===== src/rtl/ndata_pattern_driver_if.sv =====
// ndata stream interface: valid/ready handshake carrying
// NUM_ELEMENTS x DATA_W data, per-element keep and packet last.
interface ndata_i #(
    parameter int DATA_W       = 32,
    parameter int NUM_ELEMENTS = 4
);
    logic                           valid;
    logic                           ready;
    logic [NUM_ELEMENTS*DATA_W-1:0] data;
    logic [NUM_ELEMENTS-1:0]        keep;
    logic                           last;

    modport m (output valid, data, keep, last, input ready);
    modport s (input valid, data, keep, last, output ready);
endinterface


===== src/rtl/ndata_pattern_driver.sv =====
// Table-driven ndata stream source with cyclic, one-shot and counted
// modes, LFSR valid throttling, stop control and progress counters.
module ndata_pattern_driver #(
    parameter int          DATA_W       = 32,
    parameter int          NUM_ELEMENTS = 4,
    parameter int          DEPTH        = 8,
    parameter logic [15:0] LFSR_SEED    = 16'hACE1
) (
    input  logic                                clk,
    input  logic                                rst_n,
    input  logic [DEPTH*NUM_ELEMENTS*DATA_W-1:0] data_tbl,
    input  logic [DEPTH*NUM_ELEMENTS-1:0]        keep_tbl,
    input  logic [1:0]                          mode,
    input  logic [$clog2(DEPTH+1)-1:0]          pkt_len,
    input  logic [31:0]                         pkt_count,
    input  logic [7:0]                          throttle,
    input  logic                                start,
    input  logic                                stop,
    output logic                                busy,
    output logic                                done,
    output logic [31:0]                         beats_sent,
    output logic [31:0]                         pkts_sent,
    ndata_i.m                                   out_data
);
    localparam int LW = $clog2(DEPTH+1);
    localparam int BW = NUM_ELEMENTS*DATA_W;
    localparam logic [LW-1:0] DEPTH_L = LW'(DEPTH);

    typedef enum logic [1:0] {IDLE, RUN, DONE} state_t;

    state_t                  state_q, state_d;
    logic [LW-1:0]           idx_q, len_q, len_in;
    logic [1:0]              mode_q;
    logic [31:0]             cnt_q;
    logic [7:0]              thr_q;
    logic                    stop_q;
    logic [15:0]             lfsr_q;
    logic                    valid_q, last_q;
    logic [BW-1:0]           data_q;
    logic [NUM_ELEMENTS-1:0] keep_q;
    logic                    xfer, stop_now, end_cond, finish;
    logic                    load, gap, go, idx_last;

    always_comb begin
        len_in   = (pkt_len == '0 || pkt_len > DEPTH_L) ? DEPTH_L : pkt_len;
        xfer     = valid_q && out_data.ready;
        stop_now = stop_q || stop;
        end_cond = (mode_q == 2'd2) ? (pkts_sent + 32'd1 == cnt_q)
                                    : (mode_q != 2'd0);
        finish   = (state_q == RUN) &&
                   ((xfer && last_q && (stop_now || end_cond)) ||
                    (stop_now && !valid_q && idx_q == '0));
        load     = (state_q == RUN) && (!valid_q || out_data.ready) && !finish;
        gap      = lfsr_q[7:0] < thr_q;
        go       = start && (state_q != RUN);
        idx_last = idx_q == len_q - LW'(1);
        state_d  = state_q;
        unique case (state_q)
            IDLE, DONE: begin
                if (start)
                    state_d = (mode == 2'd2 && pkt_count == '0) ? DONE : RUN;
            end
            RUN: begin
                if (finish) state_d = DONE;
            end
            default: state_d = IDLE;
        endcase
    end

    always_ff @(posedge clk or negedge rst_n) begin
        if (!rst_n) begin
            state_q    <= IDLE;
            idx_q      <= '0;
            len_q      <= '0;
            mode_q     <= '0;
            cnt_q      <= '0;
            thr_q      <= '0;
            stop_q     <= 1'b0;
            lfsr_q     <= LFSR_SEED;
            valid_q    <= 1'b0;
            last_q     <= 1'b0;
            data_q     <= '0;
            keep_q     <= '0;
            beats_sent <= '0;
            pkts_sent  <= '0;
        end else begin
            state_q <= state_d;
            if (state_q == RUN)
                lfsr_q <= {lfsr_q[14:0],
                           lfsr_q[15] ^ lfsr_q[13] ^ lfsr_q[12] ^ lfsr_q[10]};
            if (go) begin
                mode_q     <= mode;
                len_q      <= len_in;
                cnt_q      <= pkt_count;
                thr_q      <= throttle;
                idx_q      <= '0;
                stop_q     <= 1'b0;
                beats_sent <= '0;
                pkts_sent  <= '0;
            end else if (state_q == RUN) begin
                if (stop) stop_q <= 1'b1;
                if (xfer) begin
                    beats_sent <= beats_sent + 32'd1;
                    if (last_q) pkts_sent <= pkts_sent + 32'd1;
                end
                if (finish) begin
                    valid_q <= 1'b0;
                end else if (load) begin
                    // Gaps only land here, i.e. never under an unaccepted beat
                    if (gap) begin
                        valid_q <= 1'b0;
                    end else begin
                        valid_q <= 1'b1;
                        data_q  <= data_tbl[int'(idx_q)*BW +: BW];
                        keep_q  <= keep_tbl[int'(idx_q)*NUM_ELEMENTS +: NUM_ELEMENTS];
                        last_q  <= idx_last;
                        idx_q   <= idx_last ? '0 : idx_q + LW'(1);
                    end
                end
            end
        end
    end

    assign out_data.valid = valid_q;
    assign out_data.data  = data_q;
    assign out_data.keep  = keep_q;
    assign out_data.last  = last_q;
    assign busy           = state_q == RUN;
    assign done           = state_q == DONE;
endmodule


===== src/flat_wrapper.sv =====
// flat-port wrapper written by rule: the top's interface ports become plain ports
module ndata_pattern_driver_flat 
#(
    parameter int          DATA_W       = 32,
    parameter int          NUM_ELEMENTS = 4,
    parameter int          DEPTH        = 8,
    parameter logic [15:0] LFSR_SEED    = 16'hACE1
)
  (clk, rst_n, data_tbl, keep_tbl, mode, pkt_len, pkt_count, throttle, start, stop, busy, done, beats_sent, pkts_sent, out_data_valid, out_data_data, out_data_keep, out_data_last, out_data_ready);
  ndata_i #(.DATA_W(DATA_W), .NUM_ELEMENTS(NUM_ELEMENTS)) out_data_i ();
  input  logic clk;
  input  logic rst_n;
  input  logic [DEPTH*NUM_ELEMENTS*DATA_W-1:0] data_tbl;
  input  logic [DEPTH*NUM_ELEMENTS-1:0] keep_tbl;
  input  logic [1:0] mode;
  input  logic [$clog2(DEPTH+1)-1:0] pkt_len;
  input  logic [31:0] pkt_count;
  input  logic [7:0] throttle;
  input  logic start;
  input  logic stop;
  output logic busy;
  output logic done;
  output logic [31:0] beats_sent;
  output logic [31:0] pkts_sent;
  output wire logic [$bits(out_data_i.valid)-1:0] out_data_valid;
  output wire logic [$bits(out_data_i.data)-1:0] out_data_data;
  output wire logic [$bits(out_data_i.keep)-1:0] out_data_keep;
  output wire logic [$bits(out_data_i.last)-1:0] out_data_last;
  input wire logic [$bits(out_data_i.ready)-1:0] out_data_ready;
  assign out_data_valid = out_data_i.valid;
  assign out_data_data = out_data_i.data;
  assign out_data_keep = out_data_i.keep;
  assign out_data_last = out_data_i.last;
  assign out_data_i.ready = out_data_ready;
  ndata_pattern_driver #(.DATA_W(DATA_W), .NUM_ELEMENTS(NUM_ELEMENTS), .DEPTH(DEPTH), .LFSR_SEED(LFSR_SEED)) u_core (.clk(clk), .rst_n(rst_n), .data_tbl(data_tbl), .keep_tbl(keep_tbl), .mode(mode), .pkt_len(pkt_len), .pkt_count(pkt_count), .throttle(throttle), .start(start), .stop(stop), .busy(busy), .done(done), .beats_sent(beats_sent), .pkts_sent(pkts_sent), .out_data(out_data_i));
endmodule

===== config.mk =====
export PLATFORM = sky130hd
export DESIGN_NAME = ndata_pattern_driver_flat
export DESIGN_NICKNAME = d
export VERILOG_FILES = /design/src/rtl/ndata_pattern_driver_if.sv /design/src/rtl/ndata_pattern_driver.sv /design/src/flat_wrapper.sv
export SDC_FILE = /design/constraint.sdc
export NUM_CORES = 1
export LEC_CHECK = 0
export CAP_MARGIN = 0
export CORE_AREA = 2 2 503 505
export CTS_CLUSTER_SIZE = 24
export DETAILED_ROUTE_END_ITERATION = 6
export DIE_AREA = 0 0 505 507
export GPL_TIMING_DRIVEN = 0
export PLACE_DENSITY = 0.35
export SYNTH_ARGS = -nofsm -noshare
export SYNTH_HDL_FRONTEND = slang
export SYNTH_SLANG_ARGS = --single-unit

===== constraint.sdc =====
create_clock -name clk -period 8.8 [get_ports clk]
set_input_delay 2.2 -clock clk [delete_from_list [all_inputs] [get_ports clk]]
set_output_delay 2.2 -clock clk [all_outputs]
set_load 0.02 [all_outputs]

==> metrics, run 1 <==
run status=finished, violations left; failing checks=capacitance limit, slew limit; GRT Util Overall=0.186; Worst EP required=6.60 ns; num rows=around 180; grt ovf=0; wire per inst=37.3 um; Synth Area per Inst=between 10 and 15 sq um; largest area contributor in the netlist=dfrtp_1; Synth Flop Type=dfrtp_1; Worst-Margin Slew=around 1.5 ns; Post-Route WL=roughly 250,000 um; gpl congestion=0.917; CTS tree=yes; worst slack, placed=2.56 ns; htree depth=2; initial antenna violation count=between 200 and 250; Crit path top cell by count=clkbuf_1; die footprint=between 200,000 and 300,000 sq um; Num CTS Buffers=slightly above 40; fin util=0.156; Synth async-reset ratio=1.00; Clock transition at path regs=~0.06 ns; Syn Inst Count=between 1,500 and 2,000; IR drop worst, VDD=roughly 0.00012 V; Resized Gates After CTS=0; leading cell types in the layout, fill and taps excluded=1,305 x clkdlybuf4s50_1, 337 x nand2_1, 264 x mux4_2, 259 x dfrtp_1, 143 x o31ai_1; layout cell share with drive strength beyond 1=0.132; crit-path max FO=10; Via density=between 3 and 4; RSZ-0062 raised after global routing=no; critical path launch point type=flop; Critical Path AT=3.49 ns; Die Width=~510 um; Clock Path Buffers=3; clock sink count=between 200 and 300; 1st-pass router iterations=6; Post-CTS Hold Fix Bufs=0; nets@finish=about 4,300; Post-Syn Area=19,900 sq um; vias=around 23,000; Fmax achieved=between 150 and 200 MHz; share of the synthesized area in the top cell type=0.326; endpoints failing setup=0; Clock Skew=0.0293 ns; Post-synth EDFFs=0; synth top area cells=dfrtp_1 33%, mux4_2 30%, mux2i_1 6.7%, nand2_1 6.4%, o31ai_1 5.4%; final hold viol count=0; Pwr Total=0.00609 W; Worst-Skew Late Latency=0.65 ns; Critical Path Sink Type=output port; vias in the first global route=23,400; I/O pins=1,307; syn_nets=approximately 2,900; post-CTS setup buffers=0; Setup CP Type=reg -> out; DR iter-0 viols=between 1,500 and 2,000; fill count=~28,000; Final period util=0.647; post-layout min period=between 5 and 6 ns; Initial Util=0.0794; area of the multi-input gates=12,400 sq um; first-pass GRT wire length=~300,000 um; clock root buffer=clkbuf_16; HPWL after DPL=~220,000 um; Max Cap Violations=1; Yosys warning count=0; Hold Crit Depth=2; Core Box Area=around 250,000 sq um; Critical-path top delay cell=clkdlybuf4s50_1; Layout area overhead=96.0%; Die Y-Extent=about 510 um; Power Density=about 160 nW/um^2; Leak=about 13 nW; Cell Chain, Critical Path=nand2b_1 > clkbuf_1 > inv_1 > clkbuf_1 > clkbuf_1 > clkdlybuf4s50_1; min setup slack post-route=just over 3 ns; Yosys cell types=60; share of the yosys chip area belonging to registers=0.336; Max-slew headroom=-0.0346; Routed Antenna Nets=0; crit-path max cell delay=0.81 ns; Worst Reg-to-Reg Cells=13; pin count of the biggest net entering global routing=86; Hold Path Class=reg -> reg; synthesized flop and latch total=around 270; commonest non-fill, non-tap cell in the layout=clkdlybuf4s50_1; Remaining DRCs=0; Buffers on Ports=1,306; register cell area after layout=between 6000 and 7000 sq um; max-slew violations=3
==> cell families after synthesis <==
family / after synthesis / share of synthesized area
simple gates: 555 / 0.124
mux: 399 / 0.367
compound gates: 279 / 0.0941
flops: 267 / 0.336
buf+inv: 193 / 0.0396
xor+xnor: 72 / 0.0317
fa+ha+maj: 12 / 0.00755
==> stage by stage <==
| stage | setup TNS, ns | hold WS [ns] | cells | area, sq um |
|---|---|---|---|---|
| CTS | 0 | 0.464 | 6515 | 38800 |
| detailed placement | 0 | 0.454 | 6440 | 37400 |
| global route | 0 | 0.494 | 6525 | 38800 |
| finish | 0 | 0.470 | 6598 | 39000 |
| floorplan | 0 | 0.439 | 1777 | 19900 |
| global placement | -2227.99 | 0.459 | 6431 | 37200 |
==> metal layers <==
| layer | routed length (um) | vias to the layer above | GRT usage |
|---|---|---|---|
| met5 | 782 | - | 0 |
| met3 | 29400 | 339 | 0.0980 |
| met2 | 117000 | 1300 | 0.311 |
| met1 | 94800 | 11700 | 0.211 |
| li1 | - | 9681 | - |
| met4 | 4170 | 122 | 0.0290 |
==> path summary, 6_finish.rpt <==
kind | from | endpoint | slack (ns)
min in group asynchronous | rst_n | u_core.cnt_q[25]$_DFFE_PN0P_ | 1.43
worst max register to register | u_core.pkts_sent[1]$_DFFE_PN0P_ | u_core.out_data.data[54]$_DFFE_PN0P_ | 3.55
worst min register to register | u_core.lfsr_q[11]$_DFFE_PN1P_ | u_core.lfsr_q[11]$_DFFE_PN1P_ | 0.47
worst min-delay path | u_core.lfsr_q[11]$_DFFE_PN1P_ | u_core.lfsr_q[11]$_DFFE_PN1P_ | 0.47
worst max-delay path | u_core.state_q[1]$_DFFE_PN0P_ | busy | 3.11
max in group asynchronous | rst_n | u_core.out_data.data[73]$_DFFE_PN0P_ | 6.09
==> power by group <==
part	total [W]	switching, W	internal [W]
clock network	0.00178	0.000731	0.00105
registers	0.00169	0.000186	0.00151
logic	0.00262	0.00147	0.00115
==> cell type report <==
cell class | count | area share
Clock inverter | 14 | 0.00472
Clock buffer | 61 | 0.0314
Sequential cell | 267 | 0.172
Timing Repair Buffer | 1315 | 0.340
Inverter | 24 | 0.00231
Buffer | 169 | 0.0186
Antenna cell | 83 | 0.00533
Multi-Input combinational cell | 1317 | 0.319
Tap cell | 3348 | 0.107
==> cells in the mapped netlist (all sizes together) (4+ instances only) <==
| library cell | number |
|---|---|
| nand3b | 4 |
| xnor2 | 47 |
| nand3 | 33 |
| or4 | 7 |
| and3 | 9 |
| nor3 | 16 |
| or3 | 13 |
| nor2b | 8 |
| o31ai | 143 |
| mux4 | 264 |
| dfstp | 8 |
| a21oi | 24 |
| nand4 | 28 |
| clkbuf | 107 |
| and4 | 4 |
| mux2i | 133 |
| o41ai | 5 |
| dfrtp | 259 |
| o21ai | 74 |
| nand2b | 6 |
| nor2 | 61 |
| a31oi | 6 |
| xor2 | 25 |
| and2 | 4 |
| nand2 | 337 |
| buf | 62 |
| inv | 24 |
| nor4 | 17 |
| ha | 12 |
==> critical path, delay by kind of cell (launching register included) <==
kind	cells	cell delay [ns]
flops	1	0.40
simple gates	1	0.27
buf+inv	5	2.18
==> sequential cells by signal (all words and copies together), names as in the netlist, 2 cells and up <==
signal / count
u_core.out_data.keep: 4
u_core.beats_sent: 32
u_core.len_q: 4
u_core.lfsr_q: 16
u_core.mode_q: 2
u_core.thr_q: 8
u_core.idx_q: 4
u_core.state_q: 2
u_core.pkts_sent: 32
u_core.cnt_q: 32
u_core.out_data.data: 128
Note: power is estimated with default switching activity, not from simulation.
==> run 2: changes to the inputs <==
==> constraint.sdc (replaced) <==
create_clock -name clk -period 5.82 [get_ports clk]
set_input_delay 1.455 -clock clk [delete_from_list [all_inputs] [get_ports clk]]
set_output_delay 1.455 -clock clk [all_outputs]
set_load 0.02 [all_outputs]
==> results of run 2 <==
Same layout as run 1 (identical final DEF). Status: finished, violations left: capacitance limit, slew limit.
Main changes from that run: setup slack after placement 2.56 ns -> 0.328 ns; setup slack after layout 3.11 ns -> 0.568 ns; start point of the critical path u_core.state_q[1]$_DFFE_PN0P_ -> u_core.pkts_sent[1]$_DFFE_PN0P_; end point of the critical path busy -> u_core.out_data.data[54]$_DFFE_PN0P_; register-to-register setup slack 3.55 ns -> 0.57 ns; total power 0.00609 W -> 0.00921 W; worst IR drop on VDD 0.000124 V -> 0.000187 V
==> run 3: changes to the inputs <==
--- a/config.mk
+++ b/config.mk
@@ -12,6 +12,7 @@
 export DIE_AREA = 0 0 505 507
 export GPL_TIMING_DRIVEN = 0
 export PLACE_DENSITY = 0.35
+export SKIP_LAST_GASP = 1
 export SYNTH_ARGS = -nofsm -noshare
 export SYNTH_HDL_FRONTEND = slang
 export SYNTH_SLANG_ARGS = --single-unit
==> results of run 3 <==
Same layout as run 1 (identical final DEF). Status: finished, violations left: capacitance limit, slew limit.
Main changes from that run: setup slack after placement 2.56 ns -> 0.328 ns; setup slack after layout 3.11 ns -> 0.568 ns; start point of the critical path u_core.state_q[1]$_DFFE_PN0P_ -> u_core.pkts_sent[1]$_DFFE_PN0P_; end point of the critical path busy -> u_core.out_data.data[54]$_DFFE_PN0P_; register-to-register setup slack 3.55 ns -> 0.57 ns; total power 0.00609 W -> 0.00921 W; worst IR drop on VDD 0.000124 V -> 0.000187 V
